<file path="src/rtl/uart_rx.sv">
// 8N1 UART receiver: 2-FF input synchronizer, mid-bit sampling FSM, LSB first.
// Delivers each good byte with a one-cycle rx_valid strobe; a low stop bit raises frame_err instead.
`timescale 1ns/1ps
module uart_rx #(
  parameter int CLK_FREQ = 100_000_000,
  parameter int BAUD     = 115200
) (
  input  logic       clk,
  input  logic       reset,
  input  logic       rx,
  output logic [7:0] rx_data,
  output logic       rx_valid,
  output logic       frame_err,
  output logic       busy
);

  localparam int CLKS_PER_BIT = CLK_FREQ / BAUD;
  localparam int HALF_BIT     = CLKS_PER_BIT / 2;
  localparam int CNT_W        = $clog2(CLKS_PER_BIT);
  localparam logic [CNT_W-1:0] HALF_LAST = CNT_W'(HALF_BIT - 1);
  localparam logic [CNT_W-1:0] BIT_LAST  = CNT_W'(CLKS_PER_BIT - 1);

  generate
    if (CLKS_PER_BIT < 4) begin : g_bad_rate
      $error("uart_rx: CLK_FREQ/BAUD must be at least 4");
    end
  endgenerate

  typedef enum logic [2:0] {IDLE, START, DATA, STOP, WAIT_IDLE} state_t;

  state_t           state_q, state_d;
  logic             sync1_q, rx_s_q;
  logic [CNT_W-1:0] cnt_q, cnt_d;
  logic [2:0]       bit_idx_q, bit_idx_d;
  logic [7:0]       shreg_q, shreg_d;
  logic [7:0]       rx_data_q, rx_data_d;
  logic             rx_valid_q, rx_valid_d;
  logic             frame_err_q, frame_err_d;

  // Both synchronizer stages reset to the idle (high) line level
  always_ff @(posedge clk or posedge reset) begin
    if (reset) begin
      sync1_q <= 1'b1;
      rx_s_q  <= 1'b1;
    end else begin
      sync1_q <= rx;
      rx_s_q  <= sync1_q;
    end
  end

  always_ff @(posedge clk or posedge reset) begin
    if (reset) begin
      state_q     <= IDLE;
      cnt_q       <= '0;
      bit_idx_q   <= 3'd0;
      shreg_q     <= 8'h00;
      rx_data_q   <= 8'h00;
      rx_valid_q  <= 1'b0;
      frame_err_q <= 1'b0;
    end else begin
      state_q     <= state_d;
      cnt_q       <= cnt_d;
      bit_idx_q   <= bit_idx_d;
      shreg_q     <= shreg_d;
      rx_data_q   <= rx_data_d;
      rx_valid_q  <= rx_valid_d;
      frame_err_q <= frame_err_d;
    end
  end

  always_comb begin
    state_d     = state_q;
    cnt_d       = cnt_q + 1'b1;
    bit_idx_d   = bit_idx_q;
    shreg_d     = shreg_q;
    rx_data_d   = rx_data_q;
    rx_valid_d  = 1'b0;
    frame_err_d = 1'b0;
    case (state_q)
      IDLE: begin
        cnt_d = '0;
        if (!rx_s_q) state_d = START;
      end
      START: begin
        // A start bit that is high again at its midpoint was only a glitch
        if (cnt_q == HALF_LAST) begin
          cnt_d = '0;
          if (!rx_s_q) begin
            state_d   = DATA;
            bit_idx_d = 3'd0;
          end else begin
            state_d = IDLE;
          end
        end
      end
      DATA: begin
        if (cnt_q == BIT_LAST) begin
          cnt_d              = '0;
          shreg_d[bit_idx_q] = rx_s_q;
          if (bit_idx_q == 3'd7) state_d = STOP;
          else                   bit_idx_d = bit_idx_q + 3'd1;
        end
      end
      STOP: begin
        // Leaving at mid-stop lets a back-to-back start bit be caught with no idle gap
        if (cnt_q == BIT_LAST) begin
          cnt_d = '0;
          if (rx_s_q) begin
            rx_data_d  = shreg_q;
            rx_valid_d = 1'b1;
            state_d    = IDLE;
          end else begin
            frame_err_d = 1'b1;
            state_d     = WAIT_IDLE;
          end
        end
      end
      WAIT_IDLE: begin
        cnt_d = '0;
        if (rx_s_q) state_d = IDLE;
      end
      default: begin
        cnt_d   = '0;
        state_d = IDLE;
      end
    endcase
  end

  assign rx_data   = rx_data_q;
  assign rx_valid  = rx_valid_q;
  assign frame_err = frame_err_q;
  assign busy      = (state_q != IDLE);

endmodule
</file>
<file path="config.mk">
export PLATFORM = sky130hd
export DESIGN_NAME = uart_rx
export DESIGN_NICKNAME = d
export VERILOG_FILES = /design/src/rtl/uart_rx.sv
export SDC_FILE = /design/constraint.sdc
export NUM_CORES = 1
export LEC_CHECK = 0
export ABC_CLOCK_PERIOD_IN_PS = 2400
export CORE_MARGIN = 3
export CORE_UTILIZATION = 45
export CTS_BUF_LIST = sky130_fd_sc_hd__clkbuf_16
export CTS_CLUSTER_SIZE = 40
export DETAILED_ROUTE_END_ITERATION = 10
export GPL_ROUTABILITY_DRIVEN = 0
export GPL_TIMING_DRIVEN = 0
export SLEW_MARGIN = 20
export SYNTH_ARGS = -nofsm -noshare
export SYNTH_HDL_FRONTEND = slang
export SYNTH_SLANG_ARGS = --single-unit
</file>
<file path="constraint.sdc">
create_clock -name clk -period 2.4 [get_ports clk]
set_input_delay 0.48 -clock clk [delete_from_list [all_inputs] [get_ports clk]]
set_output_delay 0.48 -clock clk [all_outputs]
set_load 0.03 [all_outputs]
</file>
==> impl_summary.md, run 1 <==
STA
The count of final max-slew check failures is 0. The minimum clock period after layout is between 2 and 2.5 ns. Static timing analysis puts the maximum clock frequency at ~450 MHz. The setup TNS is 0 ns. Setup violations remaining at the end of the flow were counted as 0. In the finished design, the share of the clock period the worst path needs comes to 0.919. The measured slew at the worst slew-check pin is between 0.7 and 0.8 ns. Setup repair after global routing left no endpoint under its margin. The number of hold violations in the final report was 0. The clock arrives with 0.00367 ns of skew. The relative max-transition margin is 0.517.

Floorplanning
The initial standard-cell utilization of the core is 0.495. After floorplanning, the core was divided into 21 placement rows. The die is 68.2 um wide. After floorplanning, the core was sized to cover roughly 3500 sq um. The die covers between 4000 and 5000 sq um. The vertical extent of the die is 68.2 um. The count of boundary I/O pins is 14.

Clock network
The TritonCTS clock tree is built. Clock tree synthesis selected as its root buffer the cell sky130_fd_sc_hd__clkbuf_16. The number of clock sinks seen by CTS is 36.

The number of H-tree branching levels is 2. The clock latency at the later pin of the worst-skew pair is 0.28 ns. The clock-pin transition on the worst setup and hold timing paths is roughly 0.050 ns. The post-CTS resize count is 0. The number of hold buffers added after CTS was 0. The number of buffers between clock root and the deepest sink is 2. Once the clock tree was built, the setup fixing pass inserted 0 buffers. The number of buffers created by CTS is 5.

Detailed routing
The detailed router placed 1139 vias in this run. Using the TritonRoute via totals, the vias-per-cell ratio works out to about 5.5. The number of antenna-violating nets in the routed design is 0. The final layout contains routed wiring with a total length of roughly 2.8 mm.

The sum of met3 wire segment lengths after detailed routing is between 100 and 150 um. After detailed routing, the met2 layer carries 1.37 mm of wire. Routed signal wires occupy layers up through met4.

The first routing iteration left a little over 50 violations. After detailed routing, the wire length on met1 is 1.31 mm. The wire length per cell is 13.7 um.

Before antenna repair, the detailed router went through 4 iterations. The count of unresolved DRC violations after routing is 0.

Global route
The aggregate global routing overflow is 0. The maximum number of pins on one net before global-route repair is 37. The number of global-route vias before repair came to approximately 1100. The initial antenna violation count is 0. The first-pass GRT wire length is 4.98 mm. The global router's overall resource usage is 0.149.

Synthesis
Synthesis inferred 36 register bits. The number of nets in the synthesized netlist is 147. The cell type with the largest total area after synthesis is sky130_fd_sc_hd__dfrtp_1.

Of the post-synthesis cell area, the dominant cell type holds 0.489. The count of flip-flops with a built-in enable after synthesis is 0. Of the synthesized area, sequential elements account for 0.519. Counting flops with an async set or reset pin after synthesis yields a share of 1.00. In this run the cell area of the synthesized design comes to 1740 sq um.

The count of mapped cells out of synthesis is 140. The most instantiated flip-flop cell in the synthesis netlist is sky130_fd_sc_hd__dfrtp_1. The count of unique library cells instantiated by Yosys is 43. The synthesized area per cell is about 12 sq um. The commonest cells after synthesis are sky130_fd_sc_hd__dfrtp_1 (34), sky130_fd_sc_hd__nor2_1 (17), sky130_fd_sc_hd__mux2_1 (8), sky130_fd_sc_hd__mux2_4 (8), sky130_fd_sc_hd__nand3_1 (8). The total number of yosys warnings is 0. sky130_fd_sc_hd__dfrtp_1 is the most common cell in the netlist. By area the synthesized netlist is led by sky130_fd_sc_hd__dfrtp_1 (49%), sky130_fd_sc_hd__mux2_4 (6.9%), sky130_fd_sc_hd__mux2_1 (5.2%), sky130_fd_sc_hd__nor2_1 (3.7%), sky130_fd_sc_hd__dfstp_2 (3.0%).

Setup path
The type of the setup path with the least slack is reg -> out. STA classifies the critical path endpoint as a primary output. Along the worst path, the maximum fanout reaches 10. STA puts the critical path data arrival time at 1.72 ns. The required time of the worst setup path is 1.92 ns. The element type at the critical path start is a register. The internal reg-to-reg setup slack is about 0.42 ns.

Finish
The number of nets at the end of the flow is 167. The layout has 297 filler cells. The final core utilization is 0.596.

In the final layout, the share of cells above drive strength 1 is 0.205. The signed area change from the synthesized netlist to the final layout is 20.4%. 0 antenna diodes ended up in the layout.

Min path
The class of the tightest hold or removal check is reg -> reg.

Run status
The run finished with clean final reports.

Pwr
Of the total power, the share spent switching nets is 0.183. The net switching power is between 0.0002 and 0.00025 W. The internal power consumption is around 0.0011 W. The sequential group share of total power is 0.453.

The share of total power dissipated in the clock network is 0.533. For this design the static power due to leakage is between 0.9 and 1 nW. The share of power burned in combinational logic is 0.014. The worst-case IR drop observed on VDD is 401 uV.

Dividing total power by cell area gives a power density of 643 nW/um^2.

Placement
The sum of net half-perimeters after detailed placement is roughly 2.0 mm. The count of buffers added on input and output ports is 13.

Run
The tool flagged a number of max-cap violations equal to 0.
cells by family after synthesis:
logic type                 count (synthesis)  synth area share
buffers and inverters                     10            0.0323
and+or+nand+nor                           56             0.207
adders and majority gates                  4            0.0287
xor gates and xnor gates                   8            0.0402
muxes                                     17             0.127
DFF                                       36             0.519
AOI/OAI and AO/OA                          9            0.0460
cell usage in the layout (no fill, tap or decap), drive strengths merged, types with 3 or more instances in the layout:
cell type      netlist  routed
a22o                 3       3
and3                 3       3
buf                  5       5
clkbuf               1       6
clkdlybuf4s50        0      13
dfrtp               34      34
ha                   4       4
inv                  4       4
mux2                17      17
nand2                4       4
nand3                8       8
nand4                4       4
nor2                17      17
nor3b                4       4
nor4b                3       3
xnor2                5       5
xor2                 3       3
worst max-delay path, stage by stage (launching register included):
cell and delay, ns:
sky130_fd_sc_hd__dfrtp_1 0.35, sky130_fd_sc_hd__buf_2 0.17, sky130_fd_sc_hd__or3_1 0.34, sky130_fd_sc_hd__clkdlybuf4s50_1 0.59
flip-flops by register name, summed over array words and instances (netlist names), 3 cells and up:
| register | flops |
|---|---|
| bit_idx_q | 3 |
| cnt_q | 10 |
| rx_data | 8 |
| shreg_q | 8 |
| state_q | 3 |
routing by layer:
metal / GRT usage / vias up
li1: - / 543
met4: 0.0819 / 0
met1: 0.173 / 572
met5: 0 / -
met2: 0.241 / 17
met3: 0.0509 / 7
power by group through the flow:
| stage | registers, W | logic, W | clock network [W] |
|---|---|---|---|
| finish | 0.000612 | 0.0000186 | 0.000719 |
| CTS | 0.000611 | 0.0000198 | 0.000740 |
| global placement | 0.000622 | 0.0000195 | 0 |
| global route | 0.000611 | 0.0000223 | 0.000764 |
| detailed placement | 0.000622 | 0.0000199 | 0 |
| floorplan | 0.000622 | 0.0000121 | 0 |
layout make-up:
type | count | area (sq um) | share of cell area
clock inverters | 3 | 42.5 | 0.0203
repair buffers | 13 | 130 | 0.0621
well taps | 46 | 57.6 | 0.0274
plain buffers | 6 | 41.3 | 0.0197
clock buffers | 5 | 125 | 0.0597
multi-input cells | 94 | 782 | 0.373
inverters | 4 | 15.0 | 0.00716
flip-flops and latches | 36 | 903 | 0.431
worst paths after layout:
path                                         from                     end  cells after the start
hold / removal                  sync1_q$_DFF_PP1_        rx_s_q$_DFF_PP1_                      0
setup reg to reg               cnt_q[0]$_DFF_PP0_  rx_data[2]$_DFFE_PP0P_                      6
max in group asynchronous                   reset  state_q[2]$_DFFE_PP0P_                      2
hold reg to reg                 sync1_q$_DFF_PP1_        rx_s_q$_DFF_PP1_                      0
min in group asynchronous                   reset  rx_data[5]$_DFFE_PP0P_                      2
setup / recovery           state_q[1]$_DFFE_PP0P_                    busy                      3
metrics by stage:
stage | hold slack (ns) | instances | setup slack (ns) | power (W) | cell area, sq um
floorplan | 0.345 | 140 | 0.576 | 0.000634 | 1740
global placement | 0.347 | 199 | 0.361 | 0.000642 | 1930
detailed placement | 0.348 | 199 | 0.460 | 0.000642 | 1930
CTS | 0.356 | 207 | 0.188 | 0.00137 | 2100
global route | 0.357 | 207 | 0.154 | 0.00140 | 2100
finish | 0.355 | 207 | 0.195 | 0.00135 | 2100
Note: power is estimated with default switching activity, not from simulation.
==> run 2: changes to the inputs <==
ABC_CLOCK_PERIOD_IN_PS = 2000   (was 2400)
PLACE_DENSITY = 0.67   (was unset)
clock period = 2 ns   (was 2.4 ns; I/O delays follow)
==> run 2 against run 1 <==
  * Routed wire length is 6.4% higher
  * Non-clock buffer count stayed put
  * Via count is 1.3% lower
  * Die area stayed put
  * Clock power is 20% higher
  * Design area is 0.78% higher
  * Critical path depth is 3 higher
  * Clock-buffer cell count stayed put
  * Global-route usage is 0.64 points higher
  * Largest cell class unchanged
  * Largest power group unchanged
==> impl_summary.md, run 2 (synthesized netlist as in run 1, its figures left out) <==
STA
The count of endpoints failing setup in the final report is 0 (unchanged). The number of hold violations in the final report came to 0 (unchanged). The worst clock skew is 0.00314 ns (-0.000523 ns). The count of final max-slew check failures is 0 (unchanged).

The relative max-transition margin is 0.513 (-0.00411). The worst-case hold slack is 0.356 ns (+0.000556 ns). After layout, the minimum clock period comes to slightly below 2 ns.

The setup TNS is 0 ns (unchanged). Based on the critical path, the design can be clocked at up to roughly 520 MHz. Setup repair after global routing left no endpoint under its margin. The share of the cycle needed by the critical path after routing is 0.960. The measured slew at the worst slew-check pin is 0.730 ns (+0.00616 ns).

Min path
The worst hold path depth is 0 (unchanged). The class of the tightest hold or removal check is reg -> reg. The critical hold path startpoint is sync1_q$_DFF_PP1_.

Setup path
The instance count on the critical path is 6 (+3). The worst stage delay on the critical path was 0.44 ns (-0.15 ns). The length in cells of the worst reg-to-reg path is 6 (unchanged). The critical path goes through ha_4 -> and4bb_4 -> and3_4 -> and4_4 -> buf_12 -> mux2_4. In this design, the largest share of critical-path delay is due to simple AND/OR/NAND/NOR gates. The worst setup path is captured at a register. The number of buffers and inverters on the critical path came to 1 (-1). The highest fanout seen on the critical path was 9 (-1). The critical path starts at cnt_q[0]$_DFF_PP0_.

The critical-path cell with the highest stage delay is sky130_fd_sc_hd__dfrtp_1. The required time of the worst setup path is 2.16 ns (+0.24 ns). The data arrival time of the critical path is 2.08 ns (+0.36 ns).

The worst register-to-register path begins at cnt_q[0]$_DFF_PP0_. The type of the setup path with the least slack is reg -> reg. The element type at the critical path start is a register.

Finish
The flip-flop count of the largest register after layout was 10 (unchanged). The library cells used most frequently in the layout, excluding fill and tap cells, are sky130_fd_sc_hd__dfrtp_1 (34), sky130_fd_sc_hd__nor2_1 (17), sky130_fd_sc_hd__clkdlybuf4s50_1 (12). The most common library cell in the layout ignoring fill and taps is sky130_fd_sc_hd__dfrtp_1. The area growth from synthesis to layout is 21.3%. The register area is 903 sq um (unchanged). The combined area of the multi-input logic cells is 803 sq um (+2.7%). The number of nets at the end of the flow came to 167 (unchanged). The final non-filler cell total is 207 (unchanged). The number of filler instances in the final layout is 286 (-3.7%). The fraction of layout cells with a size suffix above 1 is 0.205 (unchanged).

The register ranked first by flip-flop count is cnt_q. The final core utilization came to 0.600 (+0.00462). The antenna diode instance count was 0 (unchanged).

Placement
The placed instance count is 199 (unchanged). The sum of net half-perimeters after detailed placement is 2.07 mm (+5.6%). The number of I/O port buffers came to 13 (unchanged).

Global route
The maximum number of pins on one net before global-route repair is 37 (unchanged). The aggregate global routing overflow was 0 (unchanged). The initial antenna violation count is 0 (unchanged). The global router's overall resource usage is 0.156 (+0.00635).

The number of global-route vias before repair came to 1155 (+7.9%). The first-pass GRT wire length came to 5.24 mm (+5.3%).

Clock network
The number of H-tree branching levels was 2 (unchanged). The number of buffers created by CTS is 5 (unchanged). The clock latency at the later pin of the worst-skew pair was 0.28 ns (about the same).

The cts-stage hold buffer count came to 0 (unchanged). The CTS root buffer is sky130_fd_sc_hd__clkbuf_16. The number of clock sinks seen by CTS is 36 (unchanged).

The number of buffers between clock root and the deepest sink is 2 (unchanged). The TritonCTS clock tree is built. The clock-pin transition on the worst setup and hold timing paths came to 0.05 ns (about the same).

Detailed routing
The total via count after detailed routing is 1124 (-1.3%). The number of antenna-violating nets in the routed design is 0 (unchanged). The iteration-0 DRC count of the detailed router is 66 (+29%). The total wire length after detailed routing was 3.02 mm (+6.4%). The number of optimization iterations in the first detailed-route pass is 4 (unchanged).

The average vias per placed instance is 5.43 (-1.3%). The wire length per cell is 14.6 um (+6.4%). The count of unresolved DRC violations after routing is 0 (unchanged).

Floorplanning
The vertical extent of the die was 68.2 um (unchanged). The area of the core region is 3520 sq um (unchanged). The row count is 21 (unchanged). The count of boundary I/O pins was 14 (unchanged). The horizontal extent of the die was 68.2 um (unchanged).

The die outline area is 4650 sq um (unchanged). The initial standard-cell utilization of the core is 0.495 (unchanged).

Pwr
The power density over cell area was 767 nW/um^2 (+19%). The net switching power came to 0.000302 W (+22%). The share of power burned in combinational logic is 0.014 (about the same). The clock share of power is 0.533 (about the same). The net switching fraction of the power is 0.186 (+0.00313).

The leakage power summed over all cells was 0.959 nW (+0.11%). The worst IR drop on VDD is 534 uV (+33%). The sequential group share of total power is 0.453 (about the same). The internal power consumption is 0.00132 W (+20%).

Run status
The run finished with clean final reports.

Run
The max-capacitance violation count is 0 (unchanged).
==> run 2: cell types whose count changed in the layout (fill, tap and decap cells not counted) <==
cell                              delta
sky130_fd_sc_hd__a31oi_4             +1
sky130_fd_sc_hd__ha_4                +1
sky130_fd_sc_hd__inv_1               +1
sky130_fd_sc_hd__ha_1                -1
sky130_fd_sc_hd__clkinvlp_4          -1
sky130_fd_sc_hd__a31oi_2             -1
sky130_fd_sc_hd__clkdlybuf4s50_1     -1
sky130_fd_sc_hd__dlygate4sd2_1       +1
==> run 2: worst paths after layout <==
kind	to	slack, ns
max	rx_data[7]$_DFFE_PP0P_	0.08
min	rx_s_q$_DFF_PP1_	0.36
max reg2reg	rx_data[7]$_DFFE_PP0P_	0.08
min reg2reg	rx_s_q$_DFF_PP1_	0.36
max in group asynchronous	rx_data[4]$_DFFE_PP0P_	0.97
min in group asynchronous	rx_data[7]$_DFFE_PP0P_	0.57
==> run 2: per-layer routing <==
metal,track usage,part of all wire
met3,0.0542,0.050
met5,0,0
met4,0.0720,0.019
met1,0.200,0.46
met2,0.235,0.47
==> run 2: final cells by class <==
type,count,area share
plain buffers,6,0.0195
clock buffers,5,0.0592
clock inverters,3,0.0184
inverters,4,0.00710
multi-input cells,94,0.380
flip-flops and latches,36,0.427
well taps,46,0.0272
repair buffers,13,0.0610
==> run 2: repair_timing <==
item	4_1_cts	5_1_grt
gates resized for setup	1	3
setup endpoints to repair	1	19
buffers inserted	0	0
pin swaps	0	1
==> run 2: per-stage QoR <==
stage | power (W) | area [sq um] | worst slack [ns]
floorplan | 0.000761 | 1740 | 0.176
global placement | 0.000770 | 1930 | 0.0743
detailed placement | 0.000771 | 1930 | 0.0506
CTS | 0.00164 | 2090 | 0.0398
global route | 0.00168 | 2110 | 0.0202
finish | 0.00162 | 2110 | 0.0793
==> run 2: power groups by stage <==
stage          registers (W)  logic [W]  clock network, W
6_report            0.000734  0.0000229          0.000863
5_1_grt             0.000734  0.0000266          0.000919
4_1_cts             0.000734  0.0000242          0.000886
3_5_place_dp        0.000747  0.0000245                 0
3_3_place_gp        0.000747  0.0000229                 0
2_1_floorplan       0.000746  0.0000145                 0
==> run 3: changes to the inputs <==
ABC_CLOCK_PERIOD_IN_PS = 1650   (was 2000)
HOLD_SLACK_MARGIN = 0.03   (was unset)
clock period = 1.65 ns   (was 2 ns; I/O delays follow)
==> run 3 against run 2 <==
  * The flow now finishes with violations (negative setup slack)
  * Non-clock buffer count rose by 15
  * Die area stayed put
  * Sequential power is 21% higher
  * Total power is 21% higher
  * Routed wire length up 24%
  * Core utilization up 8.4 points
  * Fmax grew 3.6%
  * Register-to-register slack worse by 0.28 ns
  * Clock power is 22% higher
  * Design area rose by 14%
  * Clock-buffer cell count unchanged
==> impl_summary.md, run 3 (synthesized netlist as in run 1, its figures left out) <==
Run status
The flow ran to the end, but the final reports show violations. The final reports fail on negative setup slack.

STA
The count of final max-slew check failures is 0 (unchanged). The minimum clock period after layout was 1.85 ns (-0.0668 ns). The worst-case hold slack is 0.350 ns (-0.00560 ns). The measured slew at the worst slew-check pin is 0.751 ns (+0.0213 ns).

The final worst setup slack is -0.204 ns (-0.283 ns). The relative max-transition margin is 0.498 (-0.0143). The worst clock skew is 0.00515 ns (+0.00200 ns). The maximum clock frequency is 539 MHz (+3.6%). The number of hold violations in the final report is 0 (unchanged). The setup TNS is -3.92 ns (-3.92 ns). The share of the cycle needed by the critical path after routing is 1.12 (+0.163). Setup repair after global routing could not meet its margin everywhere. The count of endpoints failing setup in the final report is 31 (+31).

Detailed routing
The iteration-0 DRC count of the detailed router is 93 (+41%). The total wire length after detailed routing came to 3.76 mm (+24%). The average vias per placed instance is 5.45 (+0.34%). The number of optimization iterations in the first detailed-route pass is 4 (unchanged). The total via count after detailed routing is 1215 (+8.1%).

The wire length per cell is 16.9 um (+15%). The count of unresolved DRC violations after routing was 0 (unchanged). The number of antenna-violating nets in the routed design came to 0 (unchanged).

Finish
The antenna diode instance count was 0 (unchanged). The number of nets at the end of the flow is 183 (+9.6%). The top cell types in the final layout, fill and taps aside, are sky130_fd_sc_hd__dfrtp_1 (31), sky130_fd_sc_hd__nor2_1 (14), sky130_fd_sc_hd__buf_4 (13).

The final instance area is 2410 sq um (+14%). The final non-filler cell total was 223 (+7.7%). The flip-flop count of the largest register after layout is 10 (unchanged). The fraction of layout cells with a size suffix above 1 is 0.401 (+0.196). Relative to the synthesized area, the layout overhead comes to 38.4%.

The most common library cell in the layout ignoring fill and taps is sky130_fd_sc_hd__dfrtp_1. Counting flops per register, the top entry is cnt_q.

Placement
The worst setup slack before clock tree synthesis was -0.295 ns (-0.345 ns). The placed instance count was 199 (unchanged). The number of I/O port buffers was 13 (unchanged). The sum of net half-perimeters after detailed placement is 2.19 mm (+5.8%). The post-detailed-placement cell area was 1940 sq um (+0.71%).

Floorplanning
The horizontal extent of the die is 68.2 um (unchanged). The count of boundary I/O pins is 14 (unchanged). The vertical extent of the die is 68.2 um (unchanged).

The die outline area is 4650 sq um (unchanged). The initial standard-cell utilization of the core was 0.495 (unchanged). The area of the core region came to 3520 sq um (unchanged). The row count came to 21 (unchanged).

Clock network
The clock-pin transition on the worst setup and hold timing paths came to 0.06 ns (about the same). The number of H-tree branching levels is 2 (unchanged). The number of buffers created by CTS was 5 (unchanged). The CTS root buffer is sky130_fd_sc_hd__clkbuf_16. TritonCTS built the clock tree. The number of buffers between clock root and the deepest sink is 2 (unchanged). The number of clock sinks seen by CTS is 36 (unchanged).

The clock latency at the later pin of the worst-skew pair is 0.28 ns (about the same).

Global route
The number of global-route vias before repair is 1246 (+7.9%). The maximum number of pins on one net before global-route repair is 37 (unchanged). The global router's overall resource usage is 0.179 (+0.0236). The first-pass GRT wire length was 6.05 mm (+15%).

The aggregate global routing overflow is 0 (unchanged). The initial antenna violation count came to 0 (unchanged).

Setup path
The highest fanout seen on the critical path is 5 (-4). The type of the setup path with the least slack is reg -> reg. The required time of the worst setup path is 1.81 ns (-0.35 ns).

The data arrival time of the critical path is 2.02 ns (-0.06 ns). STA classifies the critical path endpoint as a register. The worst setup path is launched from a register.

Min path
The class of the tightest hold or removal check is reg -> reg.

Pwr
The power density over cell area came to 816 nW/um^2 (+6.5%). The worst IR drop on VDD is 563 uV (+5.3%). The leakage power summed over all cells is 1.16 nW (+21%).

Run
The max-capacitance violation count is 0 (unchanged).
[run 3: cell count changes in the layout (fill, tap and decap cells not counted), moves of 4 or more]
cell                              delta
sky130_fd_sc_hd__dlymetal6s2s_1      +4
sky130_fd_sc_hd__buf_4              +13
sky130_fd_sc_hd__mux2_4              +4
sky130_fd_sc_hd__clkdlybuf4s50_1     -6
[run 3: area by class of cell]
| cell class | instances | area, sq um |
|---|---|---|
| clock buffer | 5 | 125 |
| tap | 46 | 57.6 |
| multi-input combinational | 95 | 943 |
| sequential | 36 | 907 |
| timing repair buffer | 28 | 279 |
| inverter | 4 | 15.0 |
| fill | 245 | 1110 |
| clock inverter | 3 | 38.8 |
| buffer | 6 | 43.8 |
[run 3: per-layer routing]
| layer | vias up | routed length [um] | GRT usage |
|---|---|---|---|
| li1 | 574 | - | - |
| met1 | 615 | 1590 | 0.215 |
| met2 | 24 | 1990 | 0.312 |
| met5 | - | 0 | 0 |
| met3 | 2 | 146 | 0.0394 |
| met4 | 0 | 28 | 0.0670 |
[run 3: critical path, cell delays in order, from the launching register on]
cell	delay [ns]
sky130_fd_sc_hd__dfrtp_1	0.36
sky130_fd_sc_hd__ha_2	0.18
sky130_fd_sc_hd__and4bb_4	0.26
sky130_fd_sc_hd__buf_6	0.12
sky130_fd_sc_hd__nand4_4	0.16
sky130_fd_sc_hd__nor4b_4	0.33
sky130_fd_sc_hd__mux2_4	0.32
[run 3: through the flow]
| stage | utilization | total power, W |
|---|---|---|
| after global placement | 0.552 | 0.000933 |
| after detailed placement | 0.552 | 0.000935 |
| after CTS | 0.647 | 0.00198 |
| after global routing | 0.684 | 0.00201 |
| final | 0.684 | 0.00197 |
| after floorplan | - | 0.000922 |
[run 3: where the power goes]
part / internal [W] / total, W / switching [W]
sequential: 0.000888 / 0.000890 / 0.00000197
clock: 0.000704 / 0.00105 / 0.000344
combinational: 0.00000678 / 0.0000296 / 0.0000229
total: 0.00160 / 0.00197 / 0.000369
[run 3: worst paths after layout]
kind	from	cells past startpoint	endpoint	slack [ns]
worst max-delay path	cnt_q[0]$_DFF_PP0_	6	shreg_q[2]$_DFFE_PP0P_	-0.20
worst min-delay path	sync1_q$_DFF_PP1_	0	rx_s_q$_DFF_PP1_	0.35
worst max register to register	cnt_q[0]$_DFF_PP0_	6	shreg_q[2]$_DFFE_PP0P_	-0.20
worst min register to register	sync1_q$_DFF_PP1_	0	rx_s_q$_DFF_PP1_	0.35
max in group asynchronous	reset	2	cnt_q[2]$_DFF_PP0_	0.62
min in group asynchronous	reset	2	cnt_q[3]$_DFF_PP0_	0.51
[run 3: what timing repair did]
item	CTS	global route
setup endpoints to repair	32	35
buffers inserted	10	4
hold buffers	0	0
pin swaps	9	17
cloned	1	1
gates resized for setup	21	27
